**config.mk**
```make
export PLATFORM = sky130hd
export DESIGN_NAME = down_counter_timer
export DESIGN_NICKNAME = d
export VERILOG_FILES = /design/src/rtl/down_counter_timer.sv
export SDC_FILE = /design/constraint.sdc
export NUM_CORES = 1
export LEC_CHECK = 0
export ABC_AREA = 0
export CORE_MARGIN = 1
export CORE_UTILIZATION = 51
export CTS_CLUSTER_DIAMETER = 80
export DETAILED_ROUTE_END_ITERATION = 6
export PLACE_DENSITY = 0.81
export SYNTH_ARGS = -nofsm -noshare
export SYNTH_HDL_FRONTEND = slang
export SYNTH_SLANG_ARGS = --single-unit
```
**constraint.sdc**
```tcl
create_clock -name clk -period 4.9 [get_ports clk]
set_input_delay 0.735 -clock clk [delete_from_list [all_inputs] [get_ports clk]]
set_output_delay 0.735 -clock clk [all_outputs]
set_load 0.01 [all_outputs]
```
**src/rtl/down_counter_timer.sv**
```systemverilog
// down_counter_timer: loadable WIDTH-bit down counter / timer with a one-cycle
// terminal-count strobe. States: FREE (free-running wrap after reset), COUNT
// (loaded, counting toward zero), IDLE (one-shot expired, waits for a load).
// Optional macro DCT_PRESCALE_EN: only every PRESCALE-th enabled cycle is a
// count step; undefined builds step on every enabled cycle.
module down_counter_timer #(
    parameter int               WIDTH     = 4,
    parameter logic [WIDTH-1:0] RESET_VAL = {WIDTH{1'b1}},
    parameter int               PRESCALE  = 4
) (
    input  logic             clk,
    input  logic             rst,
    input  logic             en,
    input  logic             load,
    input  logic [WIDTH-1:0] load_val,
    input  logic             periodic,
    output logic [WIDTH-1:0] out,
    output logic             tc,
    output logic             busy
);

    typedef enum logic [1:0] {FREE, COUNT, IDLE} state_t;

    localparam logic [WIDTH-1:0] ONE = WIDTH'(1);

    state_t           state;
    logic [WIDTH-1:0] reload_reg;
    logic             step;

    // PRESCALE is only meaningful with the prescaler, but a bad value is
    // rejected in every build so a later macro flip cannot surprise anyone.
    generate
        if (PRESCALE < 1) begin : g_bad_prescale
            $error("down_counter_timer: PRESCALE must be >= 1");
        end
    endgenerate

`ifdef DCT_PRESCALE_EN
    localparam int             PSC_W    = (PRESCALE > 1) ? $clog2(PRESCALE) : 1;
    localparam logic [PSC_W-1:0] PSC_LAST = PSC_W'(PRESCALE - 1);

    logic [PSC_W-1:0] psc;

    assign step = en && (psc == PSC_LAST);

    // Prescale counter: advances on enabled cycles, restarts on load or after a step
    always_ff @(posedge clk or negedge rst) begin
        if (!rst) begin
            psc <= '0;
        end else if (load) begin
            psc <= '0;
        end else if (en) begin
            psc <= (psc == PSC_LAST) ? '0 : psc + 1'b1;
        end
    end
`else
    assign step = en;
`endif

    // Counter FSM: load beats everything; otherwise one decrement/expiry per step.
    // busy is registered alongside state so it always equals (state == COUNT).
    always_ff @(posedge clk or negedge rst) begin
        if (!rst) begin
            out        <= RESET_VAL;
            reload_reg <= RESET_VAL;
            state      <= FREE;
            tc         <= 1'b0;
            busy       <= 1'b0;
        end else if (load) begin
            out        <= load_val;
            reload_reg <= load_val;
            tc         <= 1'b0;
            if (load_val != '0) begin
                state <= COUNT;
                busy  <= 1'b1;
            end else begin
                // loading zero parks the timer without an expiry strobe
                state <= IDLE;
                busy  <= 1'b0;
            end
        end else begin
            tc <= 1'b0;
            if (step) begin
                case (state)
                    FREE: begin
                        out <= out - 1'b1;   // 0 wraps to all-ones
                        tc  <= (out == ONE);
                    end
                    COUNT: begin
                        if (out > ONE) begin
                            out <= out - 1'b1;
                        end else if (out == ONE) begin
                            out <= '0;
                            tc  <= 1'b1;
                            if (!periodic) begin
                                state <= IDLE;
                                busy  <= 1'b0;
                            end
                        end else begin
                            // sitting at zero after a periodic expiry: reload
                            out <= reload_reg;
                        end
                    end
                    IDLE: begin
                        out <= out;
                    end
                    default: begin
                        state <= FREE;
                        busy  <= 1'b0;
                    end
                endcase
            end
        end
    end

endmodule

```
==> results by group, run 1 <==
Logic synthesis
  • Count leader, synth: dfstp_2
  • Synth Warn #: 0
  • Post-Syn Instances: 65
  • EDFF count, synth: 0
  • Post-synthesis sequential area ratio: 0.431
  • Syn Nets: 76
  • Synth top cells by count: dfstp_2, nor2_1, a21oi_1
  • Ranking of synthesized cells by area: dfstp_2, dfrtp_1, mux2_2
  • Dominant cell type by area after synthesis: dfstp_2
  • Post-synthesis cell type count: 33
  • Asr flop ratio synth: 1.00
  • Avg Inst Size Synth: 10.2 um2
  • Flops & latches, synth: 11
  • Synth top area share: 0.318
  • Top FF cell, synth: dfstp_2
  • Netlist Area Pre-Place: 662 um2

Clocking
  • Clk root buf: clkbuf_4
  • # Post-CTS Setup Buffers: 0
  • H-tree Lvls: 1
  • Cts bufs inserted: 3
  • Clock-pin slew on the worst setup and hold paths: about 70 ps
  • CTS Hold Bufs: 0
  • CTS tree: yes
  • Max clock buf depth: 2
  • Clock sink total: 11
  • Later-pin clock latency in the skew report: 270 ps
  • CTS resizes: 0

Power
  • Static Leak: 0.316 nW
  • Pwr dens: 308 nW/um2
  • VDD IR max: approximately 0.19 mV

Finish
  • Final Net Count: 93
  • Layout area overhead: 25.5%
  • Filler cell count in the final layout: 86
  • Diodes inserted: 0
  • Register area: 285 um2
  • Multi-input gate area: 350 um2
  • Layout cells sized above 1: 0.235

Floorplanning
  • Initial Util: 0.573
  • IO Pins: 15
  • Std cell rows: 12
  • Die extent in x: ~38 um
  • Die Y: about 38 um
  • Core Area: between 1000 and 1500 um2
  • Full die area: 1450 um2

Global routing
  • Initial antenna violation count: 0
  • Largest net degree at the start of global routing: 17
  • First-pass GRT wire length: 2210 um
  • Vias in the first global route: 510
  • GRT Overall Usage: 0.227
  • GRT Residual Overflow: 0

Setup path
  • CP Launch Type: flop
  • Peak per-stage delay on the critical path: between 600 and 700 ps
  • CP max FO: 8
  • CP arrival: 1450 ps
  • Crit Reg-Reg Endpoint: busy
  • CP delay by family, top: flip-flops
  • Worst path cell trace: clkdlybuf4s50_1
  • Worst R2R Start: out[0]
  • Slowest cell on crit path: dfstp_2
  • Worst setup EP type: primary output
  • Worst reg-to-reg path cell count: 5
  • Worst Path Buf+Inv: 1
  • Critical Path RT: roughly 4200 ps
  • Setup Crit Path Kind: flop to primary output
  • Reg2reg setup slack: 3130 ps

Route
  • DRT iter0 DRCs: 25
  • Via count: 577
  • ANT nets after route: 0
  • Via density: 6.07
  • DRC: 0
  • Drt total wl: 1360 um
  • Initial DRT Pass Iterations: 4
  • Routed len/inst: 14.3 um

Timing
  • Count of pins over their slew limit: 0
  • Clock Skews: just over 0.3 ps
  • RSZ-0062 raised after global routing: no
  • F_max: 458 MHz
  • Slew HR: 0.669
  • Fin crit share: 0.446
  • Finish-stage setup viols: 0
  • Final worst slack: 2710 ps
  • TNS Setup: 0 ps
  • Tmin final: 2190 ps
  • Slew @ Worst Pin: 495 ps
  • Fin. Hold Viols: 0

Placed design
  • IO Port Bufs: 14
  • Final GP Congestion: around 0.9
  • Pre-CTS WS: 2440 ps
  • HPWL after detailed placement: 1020 um

Min path
  • Worst hold endpoint: out[2]
  • Hold wc startpoint: reload_reg[2]
  • Min-Delay Path Class: flop to flop
  • Hold path cells: 2

Status
  • Status: finished clean

Flow run
  • Max Cap Viol: 0
-- cell families after synthesis --
logic type / synth area share
compound gates: 0.198
xor+xnor: 0.0132
fa+ha+maj: 0.0378
buf+inv: 0.0397
flops: 0.431
mux: 0.0510
simple gates: 0.229
-- how the worst max path moves through the flow --
stage | endpoint | depth (start not counted) | start | slack (ps)
floorplan | out[2] | 3 | load | 3260
global placement | out[2] | 4 | load | 2450
detailed placement | out[2] | 4 | load | 2440
CTS | out[2] | 4 | load | 2710
global route | out[1] | 5 | load | 2620
finish | out[2] | 1 | out[2] | 2710
-- metal layers --
metal	GRT usage	up-vias	routed length (um)
met3	0.0523	5	74
met4	0.107	0	24
met1	0.300	271	646
met2	0.347	25	612
li1	-	276	-
met5	0	-	0
-- where the power goes --
part | switching (mW) | total (mW) | internal, mW
clock | 0.0326 | 0.0642 | 0.0316
sequential | 0.0130 | 0.120 | 0.107
combinational | 0.0340 | 0.0716 | 0.0376
total | 0.0796 | 0.256 | 0.176
-- layout by cell type (no fill, tap or decap), drive strengths merged, types with 3 or more instances in the layout --
cell	netlist	layout
mux2	3	3
a21oi	4	4
dfrtp	3	3
nand3	3	3
o21ai	4	4
nor2	7	7
clkdlybuf4s50	0	14
dfstp	8	8
inv	3	3
clkbuf	1	4
-- cell type report --
class / count / share of cell area
Multi-Input combinational cell: 49 / 0.422
Sequential cell: 11 / 0.343
Timing Repair Buffer: 14 / 0.169
Clock buffer: 4 / 0.0316
Tap cell: 14 / 0.0211
Inverter: 3 / 0.0136
-- metrics by stage --
| step | cells | hold slack (ps) | utilization | power (mW) | area (um2) |
|---|---|---|---|---|---|
| after CTS | 95 | 511 | 0.719 | 0.255 | 831 |
| after detailed placement | 91 | 485 | 0.696 | 0.192 | 805 |
| final | 95 | 512 | 0.719 | 0.256 | 831 |
| after global placement | 91 | 476 | 0.696 | 0.191 | 805 |
| after floorplan | 65 | 439 | - | 0.164 | 662 |
| after global routing | 95 | 526 | 0.719 | 0.268 | 831 |
(Power assumes the default switching activity.)
==> inputs of run 2 (changes only) <==
CORE_UTILIZATION = 43   (was 51)
PLACE_DENSITY = 0.73   (was 0.81)
clock period = 1.86 ns   (was 4.9 ns; I/O delays follow)
==> run 2 against run 1 <==
Net effect: register-to-register slack got worse by 3000 ps; final area rose by 2.7%; global-route usage fell by 2.5 points; core utilization fell by 9.4 points; non-clock buffer count rose by 2; die area rose by 18%; via count fell by 2.8%; first-iteration DRC count fell by 24%; sequential share of layout area fell by 0.91 points; worst hold slack got worse by 170 ps; total power rose to 2.6 times the previous value; highest routed layer unchanged.
==> results by group, run 2 (synthesis gave the netlist of run 1 again) <==
Global routing
  • Largest net degree at the start of global routing: 16 (-1)
  • GRT Residual Overflow: 0 (unchanged)
  • Initial antenna violation count: 0 (unchanged)
  • Vias in the first global route: 504 (-1.2%)
  • First-pass GRT wire length: 2160 um (-2.5%)
  • GRT Overall Usage: 0.202 (-0.0254)

Clocking
  • Cts bufs inserted: 3 (unchanged)
  • CTS Hold Bufs: 0 (unchanged)
  • Clock sink total: 11 (unchanged)
  • Clock-pin slew on the worst setup and hold paths: 60 ps (about the same)
  • Clk root buf: clkbuf_4
  • # Post-CTS Setup Buffers: 0 (unchanged)
  • Max clock buf depth: 2 (unchanged)
  • Later-pin clock latency in the skew report: 260 ps (about the same)
  • H-tree Lvls: 1 (unchanged)
  • CTS resizes: 0 (unchanged)
  • CTS tree: yes

Power
  • Pwr dens: 786 nW/um2 (+160%)
  • VDD IR max: 0.530 mV (+180%)
  • Static Leak: 0.327 nW (+3.4%)
  • Tot Pwr: 0.671 mW (+160%)

Floorplanning
  • IO Pins: 15 (unchanged)
  • Full die area: 1700 um2 (+18%)
  • Die extent in x: 41.2 um (+8.4%)
  • Die Y: 41.2 um (+8.4%)
  • Initial Util: 0.484 (-0.0881)
  • Core Area: 1370 um2 (+18%)
  • Std cell rows: 13 (+1)

Setup path
  • CP Launch Type: flop
  • Peak per-stage delay on the critical path: 580 ps (-40 ps)
  • CP delay by family, top: simple AND/OR/NAND/NOR gates
  • Worst Path Buf+Inv: 1 (unchanged)
  • Worst path cell trace: inv_1, ha_1, nor2_1, nor3_2, or3_1, nand3_1
  • Worst setup EP type: flop
  • Slowest cell on crit path: dfstp_2
  • Setup Crit Path Kind: flop to flop
  • CP arrival: 1950 ps (+500 ps)
  • CP max FO: 6 (-2)
  • Critical Path RT: 2070 ps (-2090 ps)

Timing
  • F_max: approximately 570 MHz
  • Finish-stage setup viols: 0 (unchanged)
  • Clock Skews: 1.54 ps (+1.24 ps)
  • Fin. Hold Viols: 0 (unchanged)
  • Slew HR: 0.676 (+0.00756)
  • Tmin final: 1750 ps
  • Fin crit share: 0.940
  • TNS Setup: 0 ps (unchanged)
  • Count of pins over their slew limit: 0 (unchanged)
  • Slew @ Worst Pin: 484 ps (-11.3 ps)
  • RSZ-0062 raised after global routing: no

Route
  • DRC: 0 (unchanged)
  • ANT nets after route: 0 (unchanged)
  • Routed len/inst: 13.9 um (-2.4%)
  • Drt total wl: 1370 um (+0.66%)
  • Via density: 5.72 (-5.7%)
  • DRT iter0 DRCs: 19 (-24%)
  • Initial DRT Pass Iterations: 4 (unchanged)
  • Via count: 561 (-2.8%)

Finish
  • Filler cell count in the final layout: 123 (+43%)
  • Layout area overhead: 28.9%
  • Diodes inserted: 0 (unchanged)
  • Most frequent cells in the layout: clkdlybuf4s50_1, dfstp_2, nor2_1, a21oi_1
  • Final Net Count: 95 (+2.2%)
  • Most common cell after layout, fill and taps aside: clkdlybuf4s50_1
  • Layout cells sized above 1: 0.265 (+0.0305)

Flow run
  • Max Cap Viol: 0 (unchanged)

Placed design
  • Final GP Congestion: 0.819 (-9.6%)
  • IO Port Bufs: 14 (unchanged)
  • HPWL after detailed placement: 1080 um (+6.1%)

Status
  • Status: finished clean

Min path
  • Min-Delay Path Class: input pin to asynchronous set/reset pin
## run 2: cell count changes in the layout (fill, tap and decap cells not counted)
cell and change:
nor4b_1 -1, buf_4 +2, nor4b_2 +1
## run 2: cell type report
type | instances | area, um2 | share of cell area
Multi-Input combinational cell | 49 | 357 | 0.418
Sequential cell | 11 | 285 | 0.334
Timing Repair Buffer | 16 | 155 | 0.182
Clock buffer | 4 | 26.3 | 0.0308
Tap cell | 15 | 18.8 | 0.0220
Inverter | 3 | 11.3 | 0.0132
## run 2: power by group
part / internal, mW / switching (mW) / total [mW]
registers: 0.281 / 0.0320 / 0.314
clock network: 0.0830 / 0.0729 / 0.156
logic: 0.107 / 0.0949 / 0.202
## run 2: path summary, 6_finish.rpt
kind	from	to	slack, ps	depth (start not counted)
setup / recovery	out[0]	out[2]	110	6
hold / removal	rst	busy	340	1
setup reg to reg	out[0]	out[2]	110	6
hold reg to reg	reload_reg[3]	reload_reg[3]	480	2
max in group asynchronous	rst	out[1]	1170	1
min in group clk	reload_reg[3]	reload_reg[3]	480	2
## run 2: metal layers
metal,track usage,vias up,share of wire
li1,-,281,-
met1,0.243,262,0.46
met2,0.320,16,0.48
met3,0.0978,2,0.053
met4,0.0484,0,0.0059
met5,0,-,0
## run 2: metrics by stage
step / area (um2) / util / std cells / worst slack, ps / hold WS (ps)
after global routing: 853 / 0.625 / 98 / 10.7 / 385
after floorplan: 662 / - / 65 / 230 / -16.6
after detailed placement: 821 / 0.601 / 94 / 81.7 / 475
after global placement: 821 / 0.601 / 94 / 122 / 478
final: 853 / 0.625 / 98 / 111 / 342
after CTS: 847 / 0.620 / 98 / 102 / 345
==> edit: new RTL, flow settings as in run 2 <==
Re-encode `state_t` (3 states) as one-hot, 3 bits wide.
--- a/src/rtl/down_counter_timer.sv
+++ b/src/rtl/down_counter_timer.sv
@@ -19,7 +19,7 @@
     output logic             busy
 );
 
-    typedef enum logic [1:0] {FREE, COUNT, IDLE} state_t;
+    typedef enum logic [2:0] {FREE = 3'b001, COUNT = 3'b010, IDLE = 3'b100} state_t;
 
     localparam logic [WIDTH-1:0] ONE = WIDTH'(1);
 
Function: same outputs for any inputs over 10 cycles, from zero or initial values and one cycle with rst low; not proved beyond that.
==> edit against run 2 <==
  * Maximum frequency decreased by 4.9%
  * Synthesized area increased by 7.6%
  * Global-route usage decreased by 1.3 points
  * Worst setup slack got worse by 91 ps
  * Clock power increased by 9%
  * Cell area increased by 11%
  * Total power increased by 8.2%
  * Highest routed layer unchanged
  * Sequential cell count increased by 1
  * Clock skew increased by 4.2 ps
  * Largest power group unchanged
  * Routed wire length increased by 10%
==> edit: results (changes against run 2) <==
status: finished clean
Detailed Place HPWL: 1140 µm (+5.5%)
port buffer count: 14 (unchanged)
WL final: 1500 µm (+10%)
Post-CTS Setup Bufs: 0 (unchanged)
CP delay by family, top: compound AO/OA/AOI/OAI gates
Rel. slew slack: 0.651 (-0.0253)
worst hold-check path type: in2async
H-tree Lvls: 1 (unchanged)
Filler Cell Count: 132 (+7.3%)
largest net degree at the start of global routing: 18 (+2)
first-pass GRT wire length: 2540 µm (+18%)
via count: 621 (+11%)
critical path class: reg2reg
crit path to: out[3]
sequential share of the synthesized area: 0.438 (+0.00661)
LEAKAGE: 0.000374 µW (+14%)
synth top area cells: dfstp_2, dfrtp_1, nand2_1
r2r setup slk: 20 ps (-90 ps)
fraction of layout cells with a size suffix above 1: 0.250 (-0.0151)
initial antenna violation count: 0 (unchanged)
Area after DPL: 905 µm² (+10%)
Max VDD drop: 0.504 mV (-5.0%)
GP Congestion: 0.756 (-7.8%)
Worst R2R Start: out[0]
GRT Total Usage: 0.189 (-0.0128)
worst r2r path cells: 6 (unchanged)
clk root buf: clkbuf_4
Max stage delay on crit path: 530 ps (-50 ps)
Async SR Flop Fraction: 1.00 (unchanged)
Netlist cell types: 30 (-9.1%)
synth cell count leaders: dfstp_2, nand2_1, inv_1
clock skew: 5.70 ps (+4.16 ps)
Synth Flop Type: dfstp_2
Synth Net Count: 86 (+13%)
Nets: 108 (+14%)
First-pass DRT Iterations: 5 (+1)
clock-pin slew on the worst setup and hold paths: 80 ps (+20 ps)
critical path arrival: 2010 ps (+60 ps)
Worst path slowest cell: dfstp_2
crit-path max FO: 2 (-4)
drt initial violations: 23 (+4)
vias in the first global route: 564 (+12%)
antenna diode count: 0 (unchanged)
==> edit: cells by family after synthesis <==
family,synth area share
xor gates and xnor gates,0.0246
buffers and inverters,0.0475
DFF,0.438
AOI/OAI and AO/OA,0.190
and+or+nand+nor,0.265
adders and majority gates,0.0351
==> edit: worst min-delay path by stage <==
stage	start	end	slack [ps]	cells past startpoint
floorplan	rst	state[1]	-20	0
global placement	reload_reg[2]	reload_reg[2]	450	2
detailed placement	reload_reg[3]	reload_reg[3]	450	2
CTS	rst	state[1]	370	1
global route	rst	state[2]	400	1
finish	rst	state[2]	350	1
==> edit: routing by layer <==
metal	global-route usage	vias to the layer above	share of wire
met5	0	-	0
met4	0.0938	0	0.017
met3	0.0383	4	0.033
met2	0.267	15	0.45
met1	0.272	292	0.50
li1	-	310	-
==> edit: report_power, final <==
group	switching [µW]	total [µW]	internal (µW)
clock network	87.1	170	82.9
registers	25.5	328	303
logic	114	228	114
==> edit: layout make-up <==
| cell class | count | area, µm² | share of cell area |
|---|---|---|---|
| well taps | 16 | 20.0 | 0.0211 |
| flip-flops and latches | 12 | 312 | 0.328 |
| multi-input cells | 54 | 387 | 0.408 |
| repair buffers | 19 | 178 | 0.187 |
| clock buffers | 4 | 26.3 | 0.0277 |
| inverters | 7 | 26.3 | 0.0277 |
==> edit: per-stage QoR <==
stage          std cells  setup WS, ps  power (µW)
6_report             112          20.6         726
5_1_grt              112         -21.7         769
2_1_floorplan         75          15.8         455
4_1_cts              112          7.22         720
3_5_place_dp         108          21.2         550
3_3_place_gp         108           110         547
